===== src/rtl/logic_op_sched.sv =====
// Round-robin scheduler sharing one bitwise logic unit (AND/OR/NOT/XOR/XNOR/NOR/NAND) among NREQ requesters.
// Latency: request accepted in cycle T, response valid from T+2; one operation in flight, issue interval >= 3 cycles.
// Backpressure: response held stable while rsp_ready is low; no request is accepted until the response leaves.
// Optional: define LOGIC_SCHED_STATS_EN to add a saturating 16-bit op_count output of completed responses.
module logic_op_sched #(
    parameter int NREQ  = 4,
    parameter int WIDTH = 8,
    localparam int IDW  = $clog2(NREQ)
) (
    input  logic                  clk,
    input  logic                  rst,
    input  logic [NREQ-1:0]       req_valid,
    output logic [NREQ-1:0]       req_ready,
    input  logic [3*NREQ-1:0]     req_op,
    input  logic [WIDTH*NREQ-1:0] req_a,
    input  logic [WIDTH*NREQ-1:0] req_b,
    output logic                  rsp_valid,
    input  logic                  rsp_ready,
    output logic [IDW-1:0]        rsp_id,
    output logic [WIDTH-1:0]      rsp_y,
    output logic                  rsp_err,
    output logic                  busy
`ifdef LOGIC_SCHED_STATS_EN
    ,
    output logic [15:0]           op_count
`endif
);

    typedef enum logic [1:0] {
        IDLE = 2'd0,
        EXEC = 2'd1,
        RESP = 2'd2
    } state_t;

    // Operation captured at the grant handshake; the requester is free to change its inputs afterwards.
    typedef struct packed {
        logic [2:0]       op;
        logic [WIDTH-1:0] a;
        logic [WIDTH-1:0] b;
        logic [IDW-1:0]   id;
    } hold_t;

    state_t         state;
    state_t         state_nxt;
    logic [IDW-1:0] rr_ptr;
    hold_t          hold;
    logic           grant_vld;
    logic [IDW-1:0] grant_id;
    logic           accept;
    logic           rsp_done;
    logic [WIDTH:0] eval_res;

    // Shared gate unit: returns {err, y}; opcode 7 yields zero data with the error flag.
    function automatic logic [WIDTH:0] eval_op(input logic [2:0] op,
                                               input logic [WIDTH-1:0] a,
                                               input logic [WIDTH-1:0] b);
        logic [WIDTH:0] r;
        r = '0;
        case (op)
            3'd0:    r = {1'b0, a & b};
            3'd1:    r = {1'b0, a | b};
            3'd2:    r = {1'b0, ~a};
            3'd3:    r = {1'b0, a ^ b};
            3'd4:    r = {1'b0, ~(a ^ b)};
            3'd5:    r = {1'b0, ~(a | b)};
            3'd6:    r = {1'b0, ~(a & b)};
            default: r = {1'b1, {WIDTH{1'b0}}};
        endcase
        return r;
    endfunction

    // Rotating priority scan starting at rr_ptr; first valid requester wins.
    always_comb begin
        int idx;
        idx       = 0;
        grant_vld = 1'b0;
        grant_id  = '0;
        for (int k = 0; k < NREQ; k++) begin
            idx = int'(rr_ptr) + k;
            if (idx >= NREQ) begin
                idx = idx - NREQ;
            end
            if (!grant_vld && req_valid[idx]) begin
                grant_vld = 1'b1;
                grant_id  = IDW'(idx);
            end
        end
    end

    // Next-state and handshake outputs; requests are only accepted in IDLE and never during reset.
    always_comb begin
        state_nxt = state;
        req_ready = '0;
        accept    = 1'b0;
        rsp_done  = 1'b0;
        case (state)
            IDLE: begin
                if (grant_vld && !rst) begin
                    req_ready[grant_id] = 1'b1;
                    accept              = 1'b1;
                    state_nxt           = EXEC;
                end
            end
            EXEC: begin
                state_nxt = RESP;
            end
            RESP: begin
                if (rsp_ready) begin
                    rsp_done  = 1'b1;
                    state_nxt = IDLE;
                end
            end
            default: begin
                state_nxt = IDLE;
            end
        endcase
    end

    // State register.
    always_ff @(posedge clk) begin
        if (rst) begin
            state <= IDLE;
        end else begin
            state <= state_nxt;
        end
    end

    assign busy     = (state != IDLE);
    assign eval_res = eval_op(hold.op, hold.a, hold.b);

    // Capture the granted requester's opcode and operands at the handshake.
    always_ff @(posedge clk) begin
        if (rst) begin
            hold <= '0;
        end else if (accept) begin
            hold.op <= req_op[3*grant_id +: 3];
            hold.a  <= req_a[WIDTH*grant_id +: WIDTH];
            hold.b  <= req_b[WIDTH*grant_id +: WIDTH];
            hold.id <= grant_id;
        end
    end

    // Response register: loaded in EXEC, held through RESP, valid dropped on acceptance.
    always_ff @(posedge clk) begin
        if (rst) begin
            rsp_valid <= 1'b0;
            rsp_y     <= '0;
            rsp_err   <= 1'b0;
            rsp_id    <= '0;
        end else if (state == EXEC) begin
            rsp_valid <= 1'b1;
            rsp_y     <= eval_res[WIDTH-1:0];
            rsp_err   <= eval_res[WIDTH];
            rsp_id    <= hold.id;
        end else if (rsp_done) begin
            rsp_valid <= 1'b0;
        end
    end

    // Round-robin pointer moves just past the requester whose response was consumed.
    always_ff @(posedge clk) begin
        if (rst) begin
            rr_ptr <= '0;
        end else if (rsp_done) begin
            if (hold.id == IDW'(NREQ - 1)) begin
                rr_ptr <= '0;
            end else begin
                rr_ptr <= hold.id + 1'b1;
            end
        end
    end

`ifdef LOGIC_SCHED_STATS_EN
    // Completed-response counter, saturating so it never wraps back to a small value.
    always_ff @(posedge clk) begin
        if (rst) begin
            op_count <= '0;
        end else if (rsp_done && (op_count != 16'hFFFF)) begin
            op_count <= op_count + 16'd1;
        end
    end
`endif

endmodule


===== config.mk =====
export PLATFORM = sky130hd
export DESIGN_NAME = logic_op_sched
export DESIGN_NICKNAME = d
export VERILOG_FILES = /design/src/rtl/logic_op_sched.sv
export SDC_FILE = /design/constraint.sdc
export NUM_CORES = 1
export LEC_CHECK = 0
export ABC_AREA = 1
export BUFFER_PORTS_ARGS = -buffer_cell sky130_fd_sc_hd__buf_2
export CAP_MARGIN = 20
export CORE_MARGIN = 2
export CORE_UTILIZATION = 35
export DETAILED_ROUTE_END_ITERATION = 8
export PLACE_DENSITY_LB_ADDON = 0.3
export RECOVER_POWER = 25
export SYNTH_ARGS = -nofsm -noshare
export SYNTH_HDL_FRONTEND = slang
export SYNTH_SLANG_ARGS = --single-unit

===== constraint.sdc =====
create_clock -name clk -period 2.1 [get_ports clk]
set_input_delay 0.42 -clock clk [delete_from_list [all_inputs] [get_ports clk]]
set_output_delay 0.42 -clock clk [all_outputs]
set_load 0.005 [all_outputs]

======== Yosys cells after proc, flatten, opt, wreduce, memory -nomap -nowiden ========
Index checks and enable logic that the tools add are counted.
cells by class
  add/sub/neg operators ................... 8
  multiply operators ...................... 1
  div/mod/pow operators ................... 0
  order comparisons ....................... 10
  equal/unequal tests ..................... 11
  shift-type cells ........................ 3
  multiplexer cells ....................... 39
  bitwise operators ....................... 7
  reductions and logical operators ........ 14
operators by type and width
  operator                                                      count
  less-than comparator 32 x 4 -> 1 bit (second input constant)  4
  two-way mux 32 bit                                            4
  indexed part select 32 x 6 -> 8 bit                           2
  case mux 9 bit (7 select lines)                               1
  inverter 8 bit                                                4
  two-way mux 1 bit                                             19
  two-way mux 2 bit                                             7
  indexed part select 12 x 5 -> 3 bit                           1
  subtractor 3 x 3 -> 4 bit (second input constant)             3
  == test 3 bit (second input constant)                         3
  greater-or-equal comparator 3 bit (second input constant)     3
  bitwise AND 8 bit                                             1
  binary-select mux 1 bit (select 2 bit)                        4
  two-way mux 4 bit                                             2
  OR 8 bit                                                      1
  bitwise XOR 8 bit                                             1
  adder 2 x 2 -> 3 bit (second input constant)                  2
  == test 3 x 2 -> 1 bit (second input constant)                2
  case mux 2 bit (3 select lines)                               1
  logical AND 1 bit                                             5
  == test 2 bit (second input constant)                         2
  logical NOT 1 bit                                             4
  multiplier 2 x 2 -> 4 bit (first input constant)              1
  != test 2 bit (second input constant)                         2
  other kinds (13)                                              14
word-level totals
  bits in registers ....................... 37
  latch bits .............................. 0
  bits in writable memories ............... 0
  memory bits (read-only) ................. 0
  input port bits ......................... 83
  output and inout port bits .............. 17
  logic and storage cells ................. 103
  memories ................................ 0

======== Longest topological paths before layout ========
Gate-level depths: netlist (run 1).
  depth after elaboration ................. 21
  gate-level depth with buffers ........... 15
  depth with buffers taken out ............ 14

======== Worst setup path before layout (run 1) ========
OpenSTA, ideal clock, no wires.
  path type ............................... register to output
  from .................................... register rr_ptr[0]
  to ...................................... output req_ready[3]
  arrival ................................. 1.548 ns
  required time ........................... 1.680 ns
  path slack .............................. 0.132 ns
  stages on the path, launching flop included .. 13
  buffers on the path ..................... 2
  path through ............................ dfxtp_1 buf_6 nand2_1 nand3_1 nand2_2 nor2_4 nand2_2 or2_1 nand3_4 nor2_4 buf_6 inv_2 nor2_1
between the ends
  cells in the longest elaborated chain, start to end .. 21
  elaborated cells between the ends (all ways) .. 49
  classes of those cells .................. add/sub (7); order compare (6); mux (28); reduce/logical (8)
ends and longest elaborated chain
  item                                                                line  text
  from (decl)                                                         45    logic [IDW-1:0] rr_ptr;
  from (signal assigned)                                              168   rr_ptr <= hold.id + 1'b1;
  branches (longest 19 deep; another with subtractor 3 x 3 -> 4 bit)  --
  two-way mux 4 bit (*)                                               98    if (grant_vld && !rst) begin
  two-way mux 4 bit (*)                                               96    case (state)
  to (decl)                                                           13    output logic [NREQ-1:0] req_ready,
Mark *: on every way between the ends. The select of a mux whose other input is x is not followed.

======== Worst setup path in the final report (run 1) ========
  from .................................... register rr_ptr[0]
  to ...................................... output req_ready[1]
Same word-level chain as after synthesis.

==> results.md, run 1 <==
* Kind of critical path: reg2out
* Pwr dens at between 700 and 800 mW/mm2
* Ys flop type: dfxtp_1
* Area Overhead vs Synth at 40.0%
* Max_cap viols at 0
* Final setup violation count at 16
* ANT nets after route at 0
* Placed insts at around 700
* Fin crit share at 111%
* DRC at 0
* Comb power frac at slightly above 50%
* Ratio of cells with drive above 1 in the final layout at approximately 34%
* Crit path max fanout at 5
* Synth Instances at between 400 and 500
* Hold WC Path Type: in2reg
* Routed wire length on met2 at around 4400 um
* Largest net degree at the start of global routing at 38
* First-pass GRT wire length at between 10000 and 15000 um
* Antenna violations before repair at 0
* Achievable frequency at approximately 430 MHz
* Drt initial violations at around 220
* Slew @ Worst Pin at 1020 ps
* CORE AREA at approximately 0.0086 mm2
* IO Pins at 100
* R2R depth at 15
* Levels on crit path at 12
* DIE AREA at ~0.0096 mm2
* Crit path time final at 2330 ps
* Worst path bufs/invs at 3
* Psw at ~0.0013 W
* Final WS setup at -232 ps
* Post-route cell area at roughly 0.0043 mm2
* Routed WL per cell at roughly 12 um
* Leak at 2.28 nW
* WL met1 at 4100 um
* Hold Crit Depth at 3
* CTS Sinks at 37
* Vias in the first global route at around 3300
* Status: complete, but fails checks
* Startpoint Class: flip-flop
* R2R Setup Slk at -120 ps
* Failing checks: setup timing
* Cell row count at 34
* Max stage delay cell, worst path: dfxtp_4
* Routed met3 length at approximately 490 um
* Grt ovf at 0
* Placed cell areas at between 0.003 and 0.004 mm2
* Syn Nets at between 500 and 600
* RSZ-0062 raised after global routing: true
* Die X at slightly below 100 um
* Relative slew slack at 31.9%
* Crit path cell chain: buf_6 > nand2_4 > nand3_4 > nand2_4 > nor2_4 > nand2_2 > or2_4 > nand3_4 > inv_4 > nand3_4 > nor2_2 > buf_2
* Via Count at 3506
* Final Hold Vio Count at 0
* Synth unique cells at 31
* Pint at 0.00179 W
* Clock Tree Buf Depth at 2
* Skew-Pair Late Insertion Delay at about 300 ps
* Setup TNS at -1600 ps
* Initial Util at around 36%
* Antenna cell count at 0
* Port Buffers at 99
* Crit. End Element: output port
* Final Skew at 8.56 ps
* Critical path's most frequent cell: nand3_4
* Switching Fraction at 41.6%
* VDD IR max at ~0.00027 V
* Clock-pin slew of the registers on the worst-case setup and hold paths at approximately 80 ps
* Final GP Congestion at ~0.88
* Htree depth at 2
* Crit-path max cell delay at a little over 400 ps
* Post-Syn Area at 0.00310 mm2
* Post-layout net count at about 720
* Root buf cell: clkbuf_8
* Syn avg cell area at between 6 and 7 um2
* Post-Layout Cell Count at between 700 and 800
* Reg power frac at roughly a third
* Register area share after synthesis at between 20% and 30%
* EDFF count, synth at 0
* Total Routed Length at between 9000 and 10000 um
* TritonCTS clock tree: yes
* Overall Power at around 0.003 W
* DR pass1 iterations at 4
* Die height at ~100 um
* Required @ worst endpoint at about 1700 ps
* Global-route usage over all layers at 17.6%
* Synth Warn # at 0
* Final Max Slew Viols at 0
* Yosys reg bits at 37
* CP arrival at approximately 1900 ps
* Vias/cell at around 4.8
* DP HPWL at 6300 um
* Post-synth ARST share at 0%
* Critical path's top delay family: simple AND/OR/NAND/NOR gates
* Hold Buf Count CTS at 0
* Top Layer Used: met4
* Clock power share at between 15 and 20%
* Num CTS Buffers at 5
* Worst hold slack at between 400 and 500 ps
## timing repair
action / CTS / global route
gates cloned: 1 / 2
pin swaps: 13 / 16
gates resized for setup: 20 / 47
setup buffers: 13 / 14
setup endpoints to repair: 7 / 16
## per-stage QoR
stage	worst slack, ps	utilization [%]
after detailed placement	-94.2	44.1
after global placement	-59.4	44.1
final	-232	50.2
after global routing	-313	50.2
after CTS	-253	47.2
after floorplan	132	-
## cell usage after synthesis, types with 6 or more instances
cell,n,area [um2]
nand3_1,69,345
dfxtp_1,37,741
nand3_2,11,110
o21ai_0,12,60.1
nand3b_1,13,97.6
nor2_1,21,78.8
inv_1,75,282
or2_1,10,62.6
or2_0,11,68.8
nand2_2,6,37.5
a21oi_1,21,105
nand2_1,127,477
o31ai_1,6,45.0
ha_1,17,213
buf_2,6,30.0
## tightest hold or removal path, cell delays in order
cell	delay, ps
buf_2	90
nand3b_1	100
a21oi_1	50
## flip-flops by register name, indices dropped and copies added, names as in the netlist
register,flops
hold,21
rsp_y,8
rr_ptr,2
rsp_id,2
state,2
rsp_err,1
rsp_valid,1
## placed cells by master, fill, tap and decap left out, drive strengths merged
master    Yosys  routed
buf          13     136
nand2       135     135
inv          80      81
nand3        81      81
dfxtp        37      37
nor2         26      26
or2          25      25
a21oi        21      21
ha           17      17
clkbuf        4      15
nand3b       13      13
o21ai        13      13
o31ai         6       6
o22ai         5       5
o2111ai       4       4
o221ai        3       3
nor3          1       1
o211ai        1       1
clkinv        0       1
clkinvlp      0       1
## per-layer routing
layer | track usage (%) | vias to the layer above
met1 | 22.7 | 1557
met4 | 4.17 | 0
met2 | 30.3 | 110
met5 | 0 | -
li1 | - | 1825
met3 | 3.29 | 14
## layout make-up
cell class	instances	area, um2
Clock buffer	5	68.8
Clock inverter	3	21.3
Fill cell	887	4300
Inverter	80	310
Multi-Input combinational cell	351	2110
Sequential cell	37	746
Tap cell	108	135
Timing Repair Buffer	146	952
## final timing paths
kind / endpoint / startpoint
worst min-delay path: state[1]$_SDFFE_PP0P_ / rsp_ready
worst max register to register: hold[4]$_SDFFE_PP0P_ / rr_ptr[0]$_SDFFE_PP0P_
worst max-delay path: req_ready[1] / rr_ptr[0]$_SDFFE_PP0P_
worst min register to register: rsp_y[5]$_SDFFE_PP0P_ / rsp_y[5]$_SDFFE_PP0P_
## cells by family (layout without fill, tap and decap cells)
kind of cell	Yosys count	count (layout)	synth area share, %
buffers and inverters	97	234	13.5
DFF	37	37	23.9
AOI/OAI and AO/OA	53	53	10.2
adders and majority gates	17	17	6.86
and+or+nand+nor	281	281	45.6
## power by group through the flow
stage	Sequential, W	Clock (W)	Combinational, W
final	0.000961	0.000513	0.00158
after global routing	0.000984	0.000553	0.00177
after CTS	0.000959	0.000519	0.00141
after detailed placement	0.000974	0	0.00131
after global placement	0.000969	0	0.00128
after floorplan	0.000943	0	0.000927
(Power assumes the default switching activity.)
==> run 2, diff against run 1 <==
--- a/config.mk
+++ b/config.mk
@@ -8,8 +8,10 @@
 export ABC_AREA = 1
 export BUFFER_PORTS_ARGS = -buffer_cell sky130_fd_sc_hd__buf_2
 export CAP_MARGIN = 20
+export CELL_PAD_IN_SITES_DETAIL_PLACEMENT = 0
+export CELL_PAD_IN_SITES_GLOBAL_PLACEMENT = 2
 export CORE_MARGIN = 2
-export CORE_UTILIZATION = 35
+export CORE_UTILIZATION = 26
 export DETAILED_ROUTE_END_ITERATION = 8
 export PLACE_DENSITY_LB_ADDON = 0.3
 export RECOVER_POWER = 25
==> results.md, run 2 (synthesis gave the netlist of run 1 again) <==
* Max FFs per register at 21
* Startpoint Class: flip-flop
* Hold Buf Count CTS at 0
* Kind of critical path: reg2out
* Top flop regs: hold x21, rsp_y x8
* Area Overhead vs Synth at 37.2%
* Pint at 0.00189 W
* TritonCTS clock tree: yes
* First-pass GRT wire length at approximately 16000 um
* VDD IR max at about 0.00027 V
* Skew-Pair Late Insertion Delay at around 280 ps
* Crit. End Element: output port
* Die height at approximately 110 um
* Placed insts at 737
* IO Pins at 100
* Status: complete, but fails checks
* CP arrival at 1890 ps
* Switching Fraction at about two fifths
* Crit path time final at between 2000 and 2500 ps
* Worst hold slack at approximately 430 ps
* DP HPWL at 7230 um
* DR pass1 iterations at 7
* Commonest cells after routing, fill and taps aside: nand2_1 (114), buf_2 (94), inv_1 (75), nand3_1 (66), buf_4 (37)
* Final Max Slew Viols at 0
* Relative slew slack at a little over two thirds
* RSZ-0062 raised after global routing: true
* Required @ worst endpoint at approximately 1700 ps
* Drt initial violations at between 150 and 200
* Leak at about 2.2 nW
* Max_cap viols at 0
* Via Count at 3400
* Htree depth at 2
* Root buf cell: clkbuf_16
* Largest net degree at the start of global routing at 49
* Slew @ Worst Pin at between 400 and 500 ps
* CORE AREA at 0.0115 mm2
* Failing checks: DRC, setup timing
* Pwr dens at approximately 730 mW/mm2
* Clock power share at 22.8%
* Grt ovf at 0
* Post-Place Setup Slack at -149 ps
* Fin crit share at 110%
* Final setup violation count at 5
* Final Skew at 8.54 ps
* Reg power frac at 30.9%
* Global-route usage over all layers at 14.6%
* DIE AREA at between 0.01 and 0.015 mm2
* Hold WC Path Type: in2reg
* Routed WL per cell at roughly 12 um
* Ratio of cells with drive above 1 in the final layout at ~33%
* Final WS setup at -211 ps
* Vias/cell at 4.47
* Commonest non-fill, non-tap cell in the layout: nand2_1
* Achievable frequency at roughly 430 MHz
* Placed cell areas at between 0.003 and 0.004 mm2
* Num CTS Buffers at 5
* Antenna violations before repair at 0
* Comb power frac at between 40% and 50%
* Vias in the first global route at 3321
* DRC at 6
* Post-Layout Cell Count at about 760
* Crit path max fanout at 6
* Port Buffers at 99
* Clock-pin slew of the registers on the worst-case setup and hold paths at 60 ps
* ANT nets after route at 0
* Antenna cell count at 0
* Post-layout net count at between 700 and 800
* Final Hold Vio Count at 0
* Post-route cell area at 0.00426 mm2
* Psw at between 0.001 and 0.0015 W
* Largest reg by FF count: hold
* Final GP Congestion at just under 0.8
* Die X at 113 um
* Setup TNS at -879 ps
* Total Routed Length at about 9300 um
* CTS Sinks at 37
* Clock Tree Buf Depth at 2
* Initial Util at 26.9%
* Cell row count at 39
## run 2: cell types whose count changed in the layout (fill, tap and decap cells not counted), moves of 2 or more
| cell | previous run | this run |
|---|---|---|
| buf_4 | 31 | 37 |
| buf_6 | 9 | 3 |
| nand3_1 | 60 | 66 |
| or2_0 | 5 | 11 |
| or2_1 | 15 | 9 |
| clkbuf_8 | 5 | 0 |
| nand3_4 | 6 | 1 |
| clkbuf_16 | 1 | 5 |
| buf_2 | 91 | 94 |
| clkbuf_1 | 8 | 6 |
| nand2_1 | 112 | 114 |
| nand2_4 | 7 | 5 |
## run 2: metrics by stage
step / total power, W / util (%)
after floorplan: 0.00187 / -
after global placement: 0.00232 / 33.7
after detailed placement: 0.00234 / 33.7
after CTS: 0.00314 / 36.2
after global routing: 0.00340 / 37.0
final: 0.00312 / 37.0
## run 2: worst paths after layout
path / start / end / slack [ps] / depth (start not counted)
max: rr_ptr[0]$_SDFFE_PP0P_ / req_ready[1] / -210 / 13
min: rsp_ready / state[1]$_SDFFE_PP0P_ / 430 / 3
max reg2reg: rr_ptr[0]$_SDFFE_PP0P_ / hold[0]$_SDFFE_PP0P_ / -120 / 18
min reg2reg: rsp_valid$_SDFFE_PP0P_ / rsp_valid$_SDFFE_PP0P_ / 460 / 2
## run 2: layout make-up
class	instances	area, um2
Fill cell	1279	7260
Multi-Input combinational cell	351	2020
Timing Repair Buffer	142	861
Sequential cell	37	746
Inverter	80	310
Tap cell	143	179
Clock buffer	6	129
Clock inverter	2	10.0
## run 2: metal layers
layer | GRT usage [%] | wire length [um] | vias to the layer above
met1 | 20.7 | 4750 | 1503
met4 | 3.41 | 61 | 0
li1 | - | - | 1818
met2 | 23.2 | 4060 | 75
met5 | 0 | 0 | -
met3 | 2.20 | 419 | 4
## run 2: repair_timing
item / in CTS / in global routing
pin swaps: 12 / 12
endpoints found under the setup margin: 16 / 11
gates resized for setup: 15 / 19
setup buffers: 12 / 4
## run 2: power by group through the flow
| stage | registers, W | logic (W) | clock network (W) |
|---|---|---|---|
| detailed placement | 0.000981 | 0.00136 | 0 |
| global route | 0.000987 | 0.00165 | 0.000763 |
| floorplan | 0.000943 | 0.000927 | 0 |
| finish | 0.000963 | 0.00145 | 0.000711 |
| global placement | 0.000978 | 0.00134 | 0 |
| CTS | 0.000967 | 0.00143 | 0.000742 |
## run 2: critical path, stage by stage (launching register included)
cell and delay [ps]:
dfxtp_4 380, buf_6 130, nand2_2 70, nand2_4 70, nand2_2 70, nand2_2 60, nor2_4 110, nand2_2 80
or2_4 250, nand3_4 100, inv_4 60, nand3_2 80, nor2_2 50, buf_2 120
==> run 3, diff against run 2 <==
--- a/config.mk
+++ b/config.mk
@@ -5,13 +5,12 @@
 export SDC_FILE = /design/constraint.sdc
 export NUM_CORES = 1
 export LEC_CHECK = 0
-export ABC_AREA = 1
 export BUFFER_PORTS_ARGS = -buffer_cell sky130_fd_sc_hd__buf_2
 export CAP_MARGIN = 20
 export CELL_PAD_IN_SITES_DETAIL_PLACEMENT = 0
 export CELL_PAD_IN_SITES_GLOBAL_PLACEMENT = 2
 export CORE_MARGIN = 2
-export CORE_UTILIZATION = 26
+export CORE_UTILIZATION = 28
 export DETAILED_ROUTE_END_ITERATION = 8
 export PLACE_DENSITY_LB_ADDON = 0.3
 export RECOVER_POWER = 25
==> results.md, run 3 <==
* Post-synth ARST share at 0%
* Yosys reg bits at 37
* Post-Layout Cell Count at 508
* Register area share after synthesis at 28.7%
* Global-route usage over all layers at 13.2%
* Ys flop type: dfxtp_1
* Port Buffers at 99
* Die X at about 100 um
* Htree depth at 2
* Vias in the first global route at 2306
* Fin crit share at 94.3%
* Final Skew at about 4.0 ps
* Area Overhead vs Synth at 29.0%
* CORE AREA at slightly above 0.009 mm2
* VDD IR max at around 0.00019 V
* CTS Sinks at 37
* Num CTS Buffers at 5
* Skew-Pair Late Insertion Delay at 280 ps
* Antenna cell count at 0
* Relative slew slack at 51.4%
* Required @ worst endpoint at around 1700 ps
* Top flop regs: hold x21, rsp_y x8
* Initial Util at between 20% and 30%
* DIE AREA at between 0.01 and 0.015 mm2
* ANT nets after route at 0
* Largest net degree at the start of global routing at 39
* Crit path max fanout at 4
* Startpoint Class: flip-flop
* Placed cell areas at between 0.003 and 0.004 mm2
* Commonest non-fill, non-tap cell in the layout: buf_2
* Leak at about 1.5 nW
* Fin util at a little over a third
* Clock-pin slew of the registers on the worst-case setup and hold paths at 80 ps
* Final Max Slew Viols at 0
* Largest reg by FF count: hold
* Total Routed Length at 6510 um
* Synth unique cells at 40
* DR pass1 iterations at 4
* Max FFs per register at 21
* TritonCTS clock tree: yes
* Yosys top cell area share at around 29%
* Die height at ~100 um
* Drt initial violations at between 100 and 150
* Crit. End Element: output port
* Syn avg cell area at 8.73 um2
* DRC at 0
* Commonest cells after routing, fill and taps aside: buf_2 (99), mux2i_1 (49), nand2_1 (41), dfxtp_1 (35)
* Antenna violations before repair at 0
* Most frequent cells after synthesis: mux2i_1 (49), nand2_1 (41), dfxtp_1 (37), inv_1 (20), o221ai_1 (20)
* Overall Power at between 0.002 and 0.0025 W
* Achievable frequency at approximately 500 MHz
* Root buf cell: clkbuf_8
* Kind of critical path: reg2out
* Vias/cell at 4.76
* Most common cell in the synthesized netlist: mux2i_1
* Hold WC Path Type: in2reg
* Crit path time final at just under 2000 ps
* Final GP Congestion at between 0.7 and 0.8
* Synth Warn # at 0
* Clock Tree Buf Depth at 2
* Ratio of cells with drive above 1 in the final layout at between 30% and 40%
* Area leader, netlist: dfxtp_1
* Final Hold Vio Count at 0
* DP HPWL at a little over 5000 um
* Placed insts at roughly 500
* Final setup violation count at 0
* IO Pins at 100
* Routed WL per cell at 12.8 um
* Synth top area cells: dfxtp_1 (29%), mux2i_1 (19%), ha_1 (8.2%), o221ai_1 (6.8%), nand2_1 (6.0%)
* Post-route cell area at approximately 0.0033 mm2
* CP arrival at between 1500 and 2000 ps
* First-pass GRT wire length at approximately 11000 um
* Status: finished, final reports clean
* Synth Instances at 296
* Slew @ Worst Pin at 728 ps
* Post-layout net count at approximately 500
* Via Count at ~2400
* Pwr dens at between 600 and 700 mW/mm2
* EDFF count, synth at 0
* Syn Nets at ~400
* Max_cap viols at 0
* Post-Syn Area at around 0.0026 mm2
* Grt ovf at 0
* Cell row count at 35
run 3: cell count changes after synthesis, moves of 8 or more:
cell / previous run / this run
nand3_1: 69 / 0
nand2b_1: 0 / 8
a21oi_1: 21 / 12
o221ai_1: 3 / 20
nand2_1: 127 / 41
o21ai_0: 12 / 2
or2_1: 10 / 1
nand3_2: 11 / 0
inv_1: 75 / 20
mux2i_1: 0 / 49
nor2b_1: 0 / 8
or2_0: 11 / 0
nand3b_1: 13 / 1
run 3: worst max-delay path: stages, from the launching register on:
cell and delay [ps]:
dfxtp_4 360, nand2b_1 150, a21oi_1 310, a221oi_2 70
buf_4 160, inv_1 60, nor2_1 40, buf_2 120
run 3: power breakdown:
| part | total, W | switching, W | internal, W |
|---|---|---|---|
| Clock | 0.000486 | 0.000256 | 0.000230 |
| Sequential | 0.000862 | 0.0000816 | 0.000780 |
| Combinational | 0.000753 | 0.000374 | 0.000379 |
| Total | 0.00210 | 0.000711 | 0.00139 |
run 3: kinds of logic after synthesis:
group / count (synthesis) / synth area share [%]
adder cells (fa/ha/maj): 17 / 8.23
multiplexers: 53 / 21.6
flip-flops: 37 / 28.7
AO/OA/AOI/OAI: 66 / 19.3
AND/OR/NAND/NOR: 84 / 14.7
buffers and inverters: 39 / 7.55
run 3: repair_timing:
action / CTS / global route
pin swaps: 0 / 1
gates cloned: 0 / 0
gates resized for setup: 2 / 5
hold buffers: 0 / 0
buffers inserted: 0 / 3
endpoints found under the setup margin: 4 / 4
run 3: final timing paths:
check                               from                     to  slack (ps)  cells past startpoint
hold reg to reg    rsp_y[0]$_SDFFE_PP0P_  rsp_y[0]$_SDFFE_PP0P_         450                      2
setup / recovery  rr_ptr[0]$_SDFFE_PP0P_           req_ready[1]         120                      7
setup reg to reg  rr_ptr[0]$_SDFFE_PP0P_  hold[19]$_SDFFE_PP0P_         270                      7
hold / removal                 rsp_ready  state[1]$_SDFFE_PP0P_         410                      3
run 3: final cells by class:
type                            count  area, um2
Multi-Input combinational cell    220       1680
Tap cell                          111        139
Sequential cell                    37        746
Clock buffer                        6       72.6
Timing Repair Buffer              111        611
Inverter                           21       78.8
Clock inverter                      2       10.0
Fill cell                         989       5780
run 3: metal layers:
layer / global-route usage, % / vias to the layer above / share of wire [%]
met1: 19.0 / 1065 / 51
met3: 2.16 / 13 / 4.4
met5: 0 / - / 0
li1: - / 1275 / -
met2: 20.1 / 67 / 42
met4: 4.11 / 0 / 2.3
run 3: metrics by stage:
stage               hold slack, ps  setup WS, ps  TNS [ps]
global placement               441          45.3         0
global route                   410         -4.76     -9.17
CTS                            400          1.62         0
detailed placement             441         -9.44     -10.3
floorplan                      444           309         0
finish                         409           119         0
